<file path="config.mk">
export PLATFORM = sky130hd
export DESIGN_NAME = uart_rx_os
export DESIGN_NICKNAME = d
export VERILOG_FILES = /design/src/rtl/uart_pkg.sv /design/src/rtl/uart_rx_fifo.sv /design/src/rtl/uart_rx_os.sv
export SDC_FILE = /design/constraint.sdc
export NUM_CORES = 1
export LEC_CHECK = 0
export BUFFER_PORTS_ARGS = -buffer_cell sky130_fd_sc_hd__buf_2
export CAP_MARGIN = 30
export CORE_MARGIN = 1.5
export CORE_UTILIZATION = 51
export CTS_BUF_LIST = sky130_fd_sc_hd__clkbuf_8
export CTS_CLUSTER_SIZE = 20
export DETAILED_ROUTE_END_ITERATION = 8
export GPL_TIMING_DRIVEN = 0
export HOLD_SLACK_MARGIN = 0.02
export MAX_ROUTING_LAYER = met4
export PLACE_DENSITY_LB_ADDON = 0.2
export SYNTH_ARGS = -nofsm -noshare
export SYNTH_HDL_FRONTEND = slang
export SYNTH_SLANG_ARGS = --single-unit
export TNS_END_PERCENT = 1
</file>
<file path="constraint.sdc">
create_clock -name clk -period 7 [get_ports clk]
set_clock_uncertainty 0.15 [all_clocks]
set_input_delay 1.05 -clock clk [delete_from_list [all_inputs] [get_ports clk]]
set_output_delay 1.05 -clock clk [all_outputs]
set_load 0.02 [all_outputs]
</file>
<file path="src/rtl/uart_pkg.sv">
// Shared types for the oversampling UART receiver: FSM states,
// parity and data-bits encodings, and the received-word bundle.
package uart_pkg;

    typedef enum logic [2:0] {
        IDLE,
        START,
        DATA,
        PARITY,
        STOP
    } rx_state_t;

    localparam logic [1:0] PRTY_NONE = 2'b00;
    localparam logic [1:0] PRTY_ODD  = 2'b01;
    localparam logic [1:0] PRTY_EVEN = 2'b10;

    localparam logic [1:0] DBITS_5 = 2'b00;
    localparam logic [1:0] DBITS_6 = 2'b01;
    localparam logic [1:0] DBITS_7 = 2'b10;
    localparam logic [1:0] DBITS_8 = 2'b11;

    typedef struct packed {
        logic       brk;
        logic       ferr;
        logic       perr;
        logic [7:0] data;
    } rx_word_t;

    function automatic logic [3:0] data_width(
        input logic [1:0] sel
    );
        logic [3:0] w;
        case (sel)
            DBITS_5: w = 4'd5;
            DBITS_6: w = 4'd6;
            DBITS_7: w = 4'd7;
            DBITS_8: w = 4'd8;
            default: w = 4'd8;
        endcase
        return w;
    endfunction

    function automatic logic prty_en(
        input logic [1:0] sel
    );
        return (sel == PRTY_ODD) || (sel == PRTY_EVEN);
    endfunction

endpackage

</file>
<file path="src/rtl/uart_rx_fifo.sv">
// Synchronous receive FIFO with registered pointers/count.
// Ports: clk, rst (async high), push/din, pop, dout, valid (!empty), ovr pulse.
module uart_rx_fifo #(
    parameter int DEPTH = 8,
    parameter int W     = 11
) (
    input  logic         clk,
    input  logic         rst,
    input  logic         push,
    input  logic [W-1:0] din,
    input  logic         pop,
    output logic [W-1:0] dout,
    output logic         valid,
    output logic         ovr
);

    localparam int AW = $clog2(DEPTH);

    logic [W-1:0]  mem [DEPTH];
    logic [AW-1:0] wr_ptr;
    logic [AW-1:0] rd_ptr;
    logic [AW:0]   count;
    logic          empty;
    logic          full;
    logic          do_pop;
    logic          do_push;

    assign empty   = (count == '0);
    assign full    = (count == (AW+1)'(DEPTH));
    assign do_pop  = pop && !empty;
    // A pop frees a slot in the same cycle, so a full FIFO still accepts.
    assign do_push = push && (!full || do_pop);

    always_ff @(posedge clk) begin
        if (do_push) begin
            mem[wr_ptr] <= din;
        end
    end

    always_ff @(posedge clk or posedge rst) begin
        if (rst) begin
            wr_ptr <= '0;
            rd_ptr <= '0;
            count  <= '0;
            ovr    <= 1'b0;
        end else begin
            ovr <= push && !do_push;
            if (do_push) begin
                wr_ptr <= wr_ptr + 1'b1;
            end
            if (do_pop) begin
                rd_ptr <= rd_ptr + 1'b1;
            end
            case ({do_push, do_pop})
                2'b10:   count <= count + 1'b1;
                2'b01:   count <= count - 1'b1;
                default: count <= count;
            endcase
        end
    end

    assign dout  = empty ? '0 : mem[rd_ptr];
    assign valid = !empty;

endmodule

</file>
<file path="src/rtl/uart_rx_os.sv">
// Oversampling UART receiver: sync, tick generator, majority-vote FSM.
// Ports: clk, rst, baud_div, data_bits, prty_sel, stop_sel, rx_in,
//   rx_data/rx_valid/rx_ready, err_prty, err_frame, brk_det, err_ovr, busy.
// Define UART_RX_FIFO_EN for a FIFO_DEPTH FIFO instead of one holding reg.
module uart_rx_os
    import uart_pkg::*;
#(
    parameter int OSR        = 16,
    parameter int DIV_W      = 16,
    parameter int FIFO_DEPTH = 8
) (
    input  logic             clk,
    input  logic             rst,
    input  logic [DIV_W-1:0] baud_div,
    input  logic [1:0]       data_bits,
    input  logic [1:0]       prty_sel,
    input  logic             stop_sel,
    input  logic             rx_in,
    output logic [7:0]       rx_data,
    output logic             rx_valid,
    input  logic             rx_ready,
    output logic             err_prty,
    output logic             err_frame,
    output logic             brk_det,
    output logic             err_ovr,
    output logic             busy
);

    if (OSR < 8 || (OSR % 2) != 0) begin : g_bad_osr
        $error("OSR must be even and >= 8");
    end
    if (FIFO_DEPTH < 2 || (FIFO_DEPTH & (FIFO_DEPTH - 1)) != 0)
    begin : g_bad_depth
        $error("FIFO_DEPTH must be a power of 2");
    end

    localparam int OS_W = $clog2(OSR);
    localparam logic [OS_W-1:0] S0 = OS_W'(OSR/2 - 1);
    localparam logic [OS_W-1:0] S1 = OS_W'(OSR/2);
    localparam logic [OS_W-1:0] S2 = OS_W'(OSR/2 + 1);
    localparam logic [OS_W-1:0] SL = OS_W'(OSR - 1);

    // Synchroniser plus one extra stage for edge detection.
    logic rx_s1;
    logic rx_s2;
    logic rx_d3;

    always_ff @(posedge clk or posedge rst) begin
        if (rst) begin
            rx_s1 <= 1'b1;
            rx_s2 <= 1'b1;
            rx_d3 <= 1'b1;
        end else begin
            rx_s1 <= rx_in;
            rx_s2 <= rx_s1;
            rx_d3 <= rx_s2;
        end
    end

    rx_state_t        state;
    logic             arm;
    logic             start_det;
    logic [DIV_W-1:0] div_cnt;
    logic             tick;

    // arm stays low after a framing error until the line is seen high.
    assign start_det = (state == IDLE) && arm && rx_d3 && !rx_s2;
    assign tick      = (div_cnt == baud_div);

    always_ff @(posedge clk or posedge rst) begin
        if (rst) begin
            div_cnt <= '0;
        end else if (start_det || tick) begin
            div_cnt <= '0;
        end else begin
            div_cnt <= div_cnt + 1'b1;
        end
    end

    logic [OS_W-1:0] os_cnt;
    logic [1:0]      smp;
    logic            mid;
    logic            maj;
    logic [2:0]      bit_cnt;
    logic [2:0]      cfg_last;
    logic [1:0]      cfg_prty;
    logic            cfg_stop2;
    logic [7:0]      shreg;
    logic            par_bit;
    logic            ones;
    logic            ferr;
    logic            stop_cnt;
    logic            push;
    rx_word_t        push_word;
    logic            exp_par;
    logic            perr_c;

    // Decision point: third of the three samples around mid-bit.
    assign mid = tick && (os_cnt == S2);
    assign maj = (smp[0] & smp[1]) |
                 (smp[0] & rx_s2) |
                 (smp[1] & rx_s2);

    // Unused upper data bits are zero, so they do not affect parity.
    assign exp_par = (cfg_prty == PRTY_EVEN) ? ^shreg : ~^shreg;
    assign perr_c  = prty_en(cfg_prty) && (par_bit != exp_par);

    always_ff @(posedge clk or posedge rst) begin
        if (rst) begin
            state     <= IDLE;
            arm       <= 1'b0;
            os_cnt    <= '0;
            smp       <= '0;
            bit_cnt   <= '0;
            cfg_last  <= '0;
            cfg_prty  <= PRTY_NONE;
            cfg_stop2 <= 1'b0;
            shreg     <= '0;
            par_bit   <= 1'b0;
            ones      <= 1'b0;
            ferr      <= 1'b0;
            stop_cnt  <= 1'b0;
            push      <= 1'b0;
            push_word <= '0;
        end else begin
            push <= 1'b0;
            if (tick) begin
                os_cnt <= (os_cnt == SL) ? '0 : os_cnt + 1'b1;
                if (os_cnt == S0) smp[0] <= rx_s2;
                if (os_cnt == S1) smp[1] <= rx_s2;
            end
            unique case (state)
                IDLE: begin
                    if (rx_s2) begin
                        arm <= 1'b1;
                    end
                    if (start_det) begin
                        state     <= START;
                        os_cnt    <= '0;
                        cfg_last  <= 3'(data_width(data_bits) - 4'd1);
                        cfg_prty  <= prty_sel;
                        cfg_stop2 <= stop_sel;
                        bit_cnt   <= '0;
                        shreg     <= '0;
                        par_bit   <= 1'b0;
                        ones      <= 1'b0;
                        ferr      <= 1'b0;
                        stop_cnt  <= 1'b0;
                    end
                end
                START: begin
                    if (mid) begin
                        state <= maj ? IDLE : DATA;
                    end
                end
                DATA: begin
                    if (mid) begin
                        shreg[bit_cnt] <= maj;
                        ones           <= ones | maj;
                        bit_cnt        <= bit_cnt + 1'b1;
                        if (bit_cnt == cfg_last) begin
                            state <= prty_en(cfg_prty) ? PARITY : STOP;
                        end
                    end
                end
                PARITY: begin
                    if (mid) begin
                        par_bit <= maj;
                        ones    <= ones | maj;
                        state   <= STOP;
                    end
                end
                STOP: begin
                    if (mid) begin
                        if (cfg_stop2 && !stop_cnt) begin
                            stop_cnt <= 1'b1;
                            ferr     <= ferr | !maj;
                            ones     <= ones | maj;
                        end else begin
                            push           <= 1'b1;
                            push_word.data <= shreg;
                            push_word.perr <= perr_c;
                            push_word.ferr <= ferr | !maj;
                            push_word.brk  <= !(ones | maj);
                            if (ferr || !maj) begin
                                arm <= 1'b0;
                            end
                            state <= IDLE;
                        end
                    end
                end
                default: state <= IDLE;
            endcase
        end
    end

    assign busy = (state != IDLE);

    logic     pop;
    rx_word_t out_word;

    assign pop = rx_valid && rx_ready;

`ifdef UART_RX_FIFO_EN
    localparam int WW = $bits(rx_word_t);

    logic [WW-1:0] fifo_dout;

    uart_rx_fifo #(
        .DEPTH (FIFO_DEPTH),
        .W     (WW)
    ) u_fifo (
        .clk   (clk),
        .rst   (rst),
        .push  (push),
        .din   (push_word),
        .pop   (pop),
        .dout  (fifo_dout),
        .valid (rx_valid),
        .ovr   (err_ovr)
    );

    assign out_word = fifo_dout;
`else
    rx_word_t hold;
    logic     hold_vld;
    logic     ovr_q;

    always_ff @(posedge clk or posedge rst) begin
        if (rst) begin
            hold     <= '0;
            hold_vld <= 1'b0;
            ovr_q    <= 1'b0;
        end else begin
            ovr_q <= 1'b0;
            if (push && (!hold_vld || pop)) begin
                hold     <= push_word;
                hold_vld <= 1'b1;
            end else begin
                if (pop) begin
                    hold_vld <= 1'b0;
                end
                if (push) begin
                    ovr_q <= 1'b1;
                end
            end
        end
    end

    assign out_word = hold;
    assign rx_valid = hold_vld;
    assign err_ovr  = ovr_q;
`endif

    assign rx_data   = out_word.data;
    assign err_prty  = out_word.perr;
    assign err_frame = out_word.ferr;
    assign brk_det   = out_word.brk;

endmodule

</file>
==> results of run 1 <==
[worst min path at each step]
stage,start,end,slack [ns],depth (start not counted)
2_1_floorplan,rx_s1,rx_s2,0.20,0
3_3_place_gp,rx_s1,rx_s2,0.20,0
3_5_place_dp,rx_s1,rx_s2,0.20,0
4_1_cts,rx_s1,rx_s2,0.21,0
5_1_grt,rx_s1,rx_s2,0.22,0
6_report,rx_s1,rx_s2,0.21,0
[layout by cell type (no fill, tap or decap), types with 3 or more instances in the layout]
cell type	instances
dfrtp_1	72
buf_2	43
nand2_1	38
nor2_1	28
xor2_1	25
mux2_2	23
xnor2_1	16
nand3_1	15
inv_1	14
mux2i_1	11
nand4_1	11
ha_1	10
clkbuf_8	10
clkbuf_1	9
o21ai_0	7
nor3_1	6
nand2b_1	5
nor4_1	5
a21oi_1	5
and2_1	4
and3_1	4
and4_1	3
nor2b_1	3
a32o_1	3
nor4b_1	3
dfstp_2	3
[synth_stat cells, drive strengths merged (2+ instances only)]
| master | instances | area share [%] |
|---|---|---|
| or3 | 3 | 0.63 |
| and3 | 4 | 0.66 |
| inv | 13 | 1.3 |
| nand2 | 38 | 3.8 |
| nand3 | 15 | 2.0 |
| clkbuf | 9 | 0.89 |
| dfrtp | 72 | 48 |
| nor4b | 3 | 0.70 |
| nand2b | 5 | 0.83 |
| xnor2 | 16 | 3.7 |
| dfstp | 3 | 2.1 |
| nand4 | 11 | 1.8 |
| and2 | 5 | 0.83 |
| o22ai | 2 | 0.33 |
| ha | 10 | 3.3 |
| o21ai | 7 | 0.93 |
| mux2i | 11 | 2.9 |
| a21oi | 5 | 0.66 |
| nor4 | 5 | 0.83 |
| xor2 | 25 | 5.8 |
| nor2 | 28 | 2.8 |
| and4 | 3 | 0.70 |
| nor2b | 3 | 0.50 |
| a31oi | 2 | 0.33 |
| nor3 | 6 | 0.80 |
| mux2 | 23 | 6.9 |
| a32o | 3 | 0.80 |
| buf | 8 | 1.5 |
[worst register-to-register path: stages, from the launching register on]
cell and delay, ns:
dfrtp_1 0.47, xor2_1 0.17, nor4_1 0.38, nand4_1 0.42, nor2_1 0.30, buf_4 0.24
mux2_2 0.36
[cell families (layout without fill, tap and decap cells)]
logic type	after synthesis	after routing	share of synthesized area [%]
and+or+nand+nor	133	133	17.7
DFF	75	75	49.8
xor gates and xnor gates	42	42	10.1
muxes	34	34	9.77
AOI/OAI and AO/OA	30	30	5.63
buffers and inverters	30	85	3.64
adders and majority gates	10	10	3.31
[flip-flops by register name (all words and copies together) (netlist names), 2 cells and up]
register	count
shreg	8
state	3
cfg_last	3
div_cnt	16
bit_cnt	3
push_word	11
smp	2
os_cnt	4
cfg_prty	2
rx_data	8
[area by class of cell]
| class | count | area, sq um |
|---|---|---|
| buffer | 17 | 88.8 |
| clock buffer | 10 | 138 |
| clock inverter | 6 | 81.3 |
| fill | 645 | 2880 |
| inverter | 13 | 51.3 |
| multi-input combinational | 249 | 1760 |
| sequential | 75 | 1880 |
| tap | 99 | 124 |
| timing repair buffer | 39 | 218 |
[power groups by stage]
stage | registers [mW] | logic [mW] | clock network, mW
floorplan | 0.528 | 0.178 | 0
global placement | 0.539 | 0.220 | 0
detailed placement | 0.542 | 0.228 | 0
CTS | 0.534 | 0.231 | 0.366
global route | 0.542 | 0.257 | 0.392
finish | 0.534 | 0.229 | 0.362
[per-stage QoR]
step	area [sq um]	cells	util, %	total power [mW]
6_report	4340	508	60.1	1.13
5_1_grt	4340	508	60.1	1.19
4_1_cts	4340	508	60.1	1.13
3_5_place_dp	4120	492	57.1	0.770
3_3_place_gp	4090	491	56.7	0.759
2_1_floorplan	3780	354	-	0.706
[per-layer routing]
layer  share of wire, %  up-vias
met5                  0        -
met2                 47       56
met1                 49     1300
met3                3.5        6
li1                   -     1325
met4               0.90        0
==> metrics, run 1 <==
status complete, no violations; synthesis-to-layout area growth 14.9%; Clock Latency Late Sink 0.34 ns; sw frac 28.6%; Crit path largest cell delay 0.42 ns; # DRC 0; first-pass GRT wire length 12,700 um; Diodes inserted 0; CP max FO 10; post-synth net total 389; layout cell share with drive strength beyond 1 22.2%; Clock Tree Buf Depth 2; Num CTS Buffers 9; clock root buffer clkbuf_8; P_leak 2.14 nW; capture point of the worst path push_word[7]; worst-path cell chain buf_2, xor2_1, nor4_1, nand4_1, nor2_1, buf_4, mux2_2; slew margin rel. 61.7%; critical path class in2reg; Iter 0 DRT Violations 171; Post-synth top flop dfrtp_1; Seq pwr share 47.4%; Sw Pwr 321 uW; flop2flop setup slack 4.40 ns; number of global-route vias before repair 2,561; clock slew at reported path FFs 0.07 ns; Cell Rows 31; M1 GR Usage 31.1%; fmax 338 MHz; max-cap viol count 0; NumNets Final 439; wire per inst 14.6 um; Max Slew Vio Count 0; GR Overflow Total 0; RSZ-0062 raised after global routing no; GR Util met3 3.14%; power share of the clock group 32.2%; DR pass1 iterations 4; sequential share of the synthesized area 49.8%; die area 0.00793 sq mm; Worst Setup End Kind register; Gate power share 20.4%; Routed Antenna Nets 0; critical path depth in cells 7; GRT busiest layer met2; final worst-path cycle share 42.3%; initial antenna violation count 0; power density over cell area 259 mW/mm^2; Ports 39; final hold slack 0.209 ns; Internal 804 uW; Sink Count 75; worst reg2reg startpoint div_cnt[2]; Tightest Hold Check Type reg2reg; die height 89.0 um; Synth async-reset ratio 100%; Worst-Margin Slew 0.570 ns; crit path from baud_div[8]; CP top delay family simple AND/OR/NAND/NOR gates; register bit total from synthesis 75; DP Wirelength 5210 um; worst vdd ir 0.160 mV; setup tns final 0 ns; H-tree depth 3; via count 2,687; Max stage delay cell, worst path nor4_1; final count of hold timing violations 0; CP Data Arrival Time 3.04 ns; Buffers on Ports 38; CTS tree done; # Post-CTS Setup Buffers 0; die width 89.0 um; hold_buf cts 0; drt total wl 7410 um; synthesized area 0.00378 sq mm; Vias/cell 5.29; final worst path period need 2.96 ns; core area 0.00721 sq mm; Avg Inst Size Synth 10.7 sq um; warning count from the yosys run 0; GRT Util Overall 21.6%; post-layout worst setup margin 4.04 ns; post-CTS sizing 0; largest net degree at the start of global routing 75; CP Buf/Inv Count 2; Starting Density 52.3%; Post-synth EDFFs 0; GRT met2 Usage 32.4%; Post-Synthesis Cells 354; number of distinct library cells after synthesis 48; worst path required time 7.08 ns; Post-Place Worst Slack 3.66 ns; Setup violations, final 0; Worst R2R Path Depth 6; reg2reg end push_word[7]; routability cong. 0.850; CP Launch Type primary input
Power figures use the tool's default switching activity.
==> run 2, diff against run 1 <==
Settings changed: ABC_AREA set to 1.
Clock period 7 ns to 2.6 ns, I/O delays scaled along.
==> run 2 against run 1 <==
Effect of this change: sequential share of layout area down 2.2 points; worst hold slack got worse by 0.12 ns; critical path type is now reg2reg; highest routed layer unchanged; area after synthesis rose by 6.3%.
==> metrics, run 2 <==
Post-Synth XOR/XNOR Area 2.18%; Post-synth EDFFs 0; largest net degree at the start of global routing 57; # DRC 0; DP Wirelength 5750 um; Internal 2.00 mW; Gate power share 29.0%; Top reg by flops div_cnt; Sw Pwr 1.22 mW; Num CTS Buffers 9; Routed Antenna Nets 0; Ports 39; Buffers on Ports 38; worst path required time 2.69 ns; post-synthesis compound-gate area fraction 6.54%; synthesized area 0.00402 sq mm; status complete, no violations; NumNets Final 604; # Post-CTS Setup Buffers 0; most common cell after layout, fill and taps aside nand2_1; Starting Density 52.2%; post-synthesis adder-cell area fraction 3.12%; post-CTS sizing 0; warning count from the yosys run 0; wire per inst 11.5 um; crit path from state[0]; P_leak 2.42 nW; Clock Tree Buf Depth 2; post-synth net total 552; routability cong. 0.838; Avg Inst Size Synth 7.77 sq um; worst reg2reg startpoint state[0]; Tightest Hold Check Type in2reg; Post-Synthesis Cells 517; final worst-path cycle share 81.7%; Synth async-reset ratio 100%; sequential share of the synthesized area 46.8%; GR Overflow Total 0; capture point of the worst path div_cnt[10]; GRT Util Overall 21.5%; post-layout worst setup margin 0.477 ns; post-placement cell count 658; clock root buffer clkbuf_8; fmax 471 MHz; Post-synth top cells 168 x nand2_1, 72 x dfrtp_1, 60 x inv_1; largest family of logic cells by synthesized area simple AND/OR/NAND/NOR gates; Synth Area in Simple Gates 30.7%; first-pass GRT wire length 14,000 um; CP Data Arrival Time 2.21 ns; max-cap viol count 0; Post-synth top flop dfrtp_1; H-tree depth 3; post-synth top area cell dfrtp_1; RSZ-0062 raised after global routing no; power share of the clock group 27.1%; Diodes inserted 0; Post-Place Worst Slack 0.484 ns; die width 91.7 um; Sink Count 75; slew margin rel. 65.1%; worst vdd ir 0.418 mV; final worst path period need 2.12 ns; number of distinct library cells after synthesis 34; Post-Layout Cell Count 676; Worst-Margin Slew 0.524 ns; clock slew at reported path FFs 0.09 ns; Cell Rows 32; Max Slew Vio Count 0; Largest regs div_cnt (16), push_word (11); via count 3,305; drt total wl 7780 um; most frequent cells in the layout 168 x nand2_1, 72 x dfrtp_1, 59 x inv_1; sw frac 37.8%; Worst R2R Path Depth 9; Core Util, Final 59.5%; initial antenna violation count 0; Setup violations, final 0; die area 0.00841 sq mm; layout cell share with drive strength beyond 1 16.9%; critical path class reg2reg; Worst Setup End Kind register; number of flip-flops in the largest register 16; register bit total from synthesis 75; CP Launch Type register; power density over cell area 703 mW/mm^2; CP max FO 10; flop2flop setup slack 0.48 ns; Seq pwr share 43.9%; core area 0.00769 sq mm; Area contributors post-synth dfrtp_1 45%, nand2_1 16%, inv_1 5.6%; top cell type's share of synthesized area 44.9%; reg2reg end div_cnt[10]; die height 91.7 um; synthesis-to-layout area growth 13.9%; CTS tree done; Iter 0 DRT Violations 104; setup tns final 0 ns; DR pass1 iterations 4; Vias/cell 4.89; Clock Latency Late Sink 0.36 ns; most frequent cell after synthesis nand2_1; number of global-route vias before repair 3,097; final count of hold timing violations 0; mux cell area share after synthesis 2.80%
-- run 2: cell types whose count changed after synthesis, moves of 13 or more --
cell     before  now
nand2_1      38  168
inv_1        13   60
nor2_1       28   51
nand3_1      15   37
xor2_1       25    4
mux2_2       23   10
-- run 2: worst max-delay path, stage by stage (launching register included) --
cell	delay (ns)
dfrtp_1	0.44
nor2_1	0.18
inv_2	0.07
nor2_1	0.12
inv_2	0.08
nor2_2	0.23
inv_2	0.11
nand2_1	0.24
buf_2	0.29
nor3b_1	0.08
-- run 2: kinds of logic (layout without fill, tap and decap cells) --
group                      after synthesis  after routing
buffers and inverters                   80            137
AOI/OAI and AO/OA                       44             44
muxes                                   10             10
xor gates and xnor gates                10             10
adders and majority gates               10             10
DFF                                     75             75
and+or+nand+nor                        288            288
-- run 2: area by class of cell --
class,count,area (sq um)
fillers,713,3120
flip-flops and latches,75,1880
multi-input cells,362,1820
inverters,70,265
repair buffers,41,238
well taps,102,128
clock buffers,9,124
clock inverters,7,65.1
plain buffers,10,52.6
-- run 2: power by group through the flow --
stage / Sequential (mW) / Clock [mW] / Combinational (mW)
floorplan: 1.41 / 0 / 0.724
global placement: 1.43 / 0 / 0.899
detailed placement: 1.44 / 0 / 0.927
CTS: 1.41 / 0.900 / 0.935
global route: 1.44 / 0.940 / 1.09
finish: 1.41 / 0.872 / 0.931
-- run 2: how the worst min path moves through the flow --
stage                start           to  slack (ns)  cells past startpoint
2_1_floorplan        rx_s1        rx_s2        0.20                      0
3_3_place_gp         rx_s1        rx_s2        0.20                      0
3_5_place_dp         rx_s1        rx_s2        0.20                      0
4_1_cts        prty_sel[1]  cfg_prty[1]        0.07                      3
5_1_grt        prty_sel[1]  cfg_prty[1]        0.08                      3
6_report       prty_sel[0]  cfg_prty[0]        0.09                      3
-- run 2: routing by layer --
metal / global-route usage [%] / vias to the layer above / share of wire (%) / wire, um
li1: - / 1733 / - / -
met1: 28.6 / 1503 / 51 / 4000
met2: 32.3 / 56 / 43 / 3360
met3: 3.48 / 13 / 3.1 / 240
met4: 10.5 / 0 / 2.2 / 169
met5: - / - / 0 / 0
-- run 2: timing repair --
item                       in CTS  in global routing
setup endpoints to repair       0                  0
hold buffers                    2                  0
hold endpoints to repair       20                  0
-- run 2: through the flow --
stage	area (sq um)	power (mW)	hold slack (ns)
final	4570	3.21	0.0870
after global routing	4570	3.47	0.0839
after CTS	4570	3.25	0.0741
after detailed placement	4360	2.36	0.197
after global placement	4330	2.33	0.199
after floorplan	4020	2.14	0.195
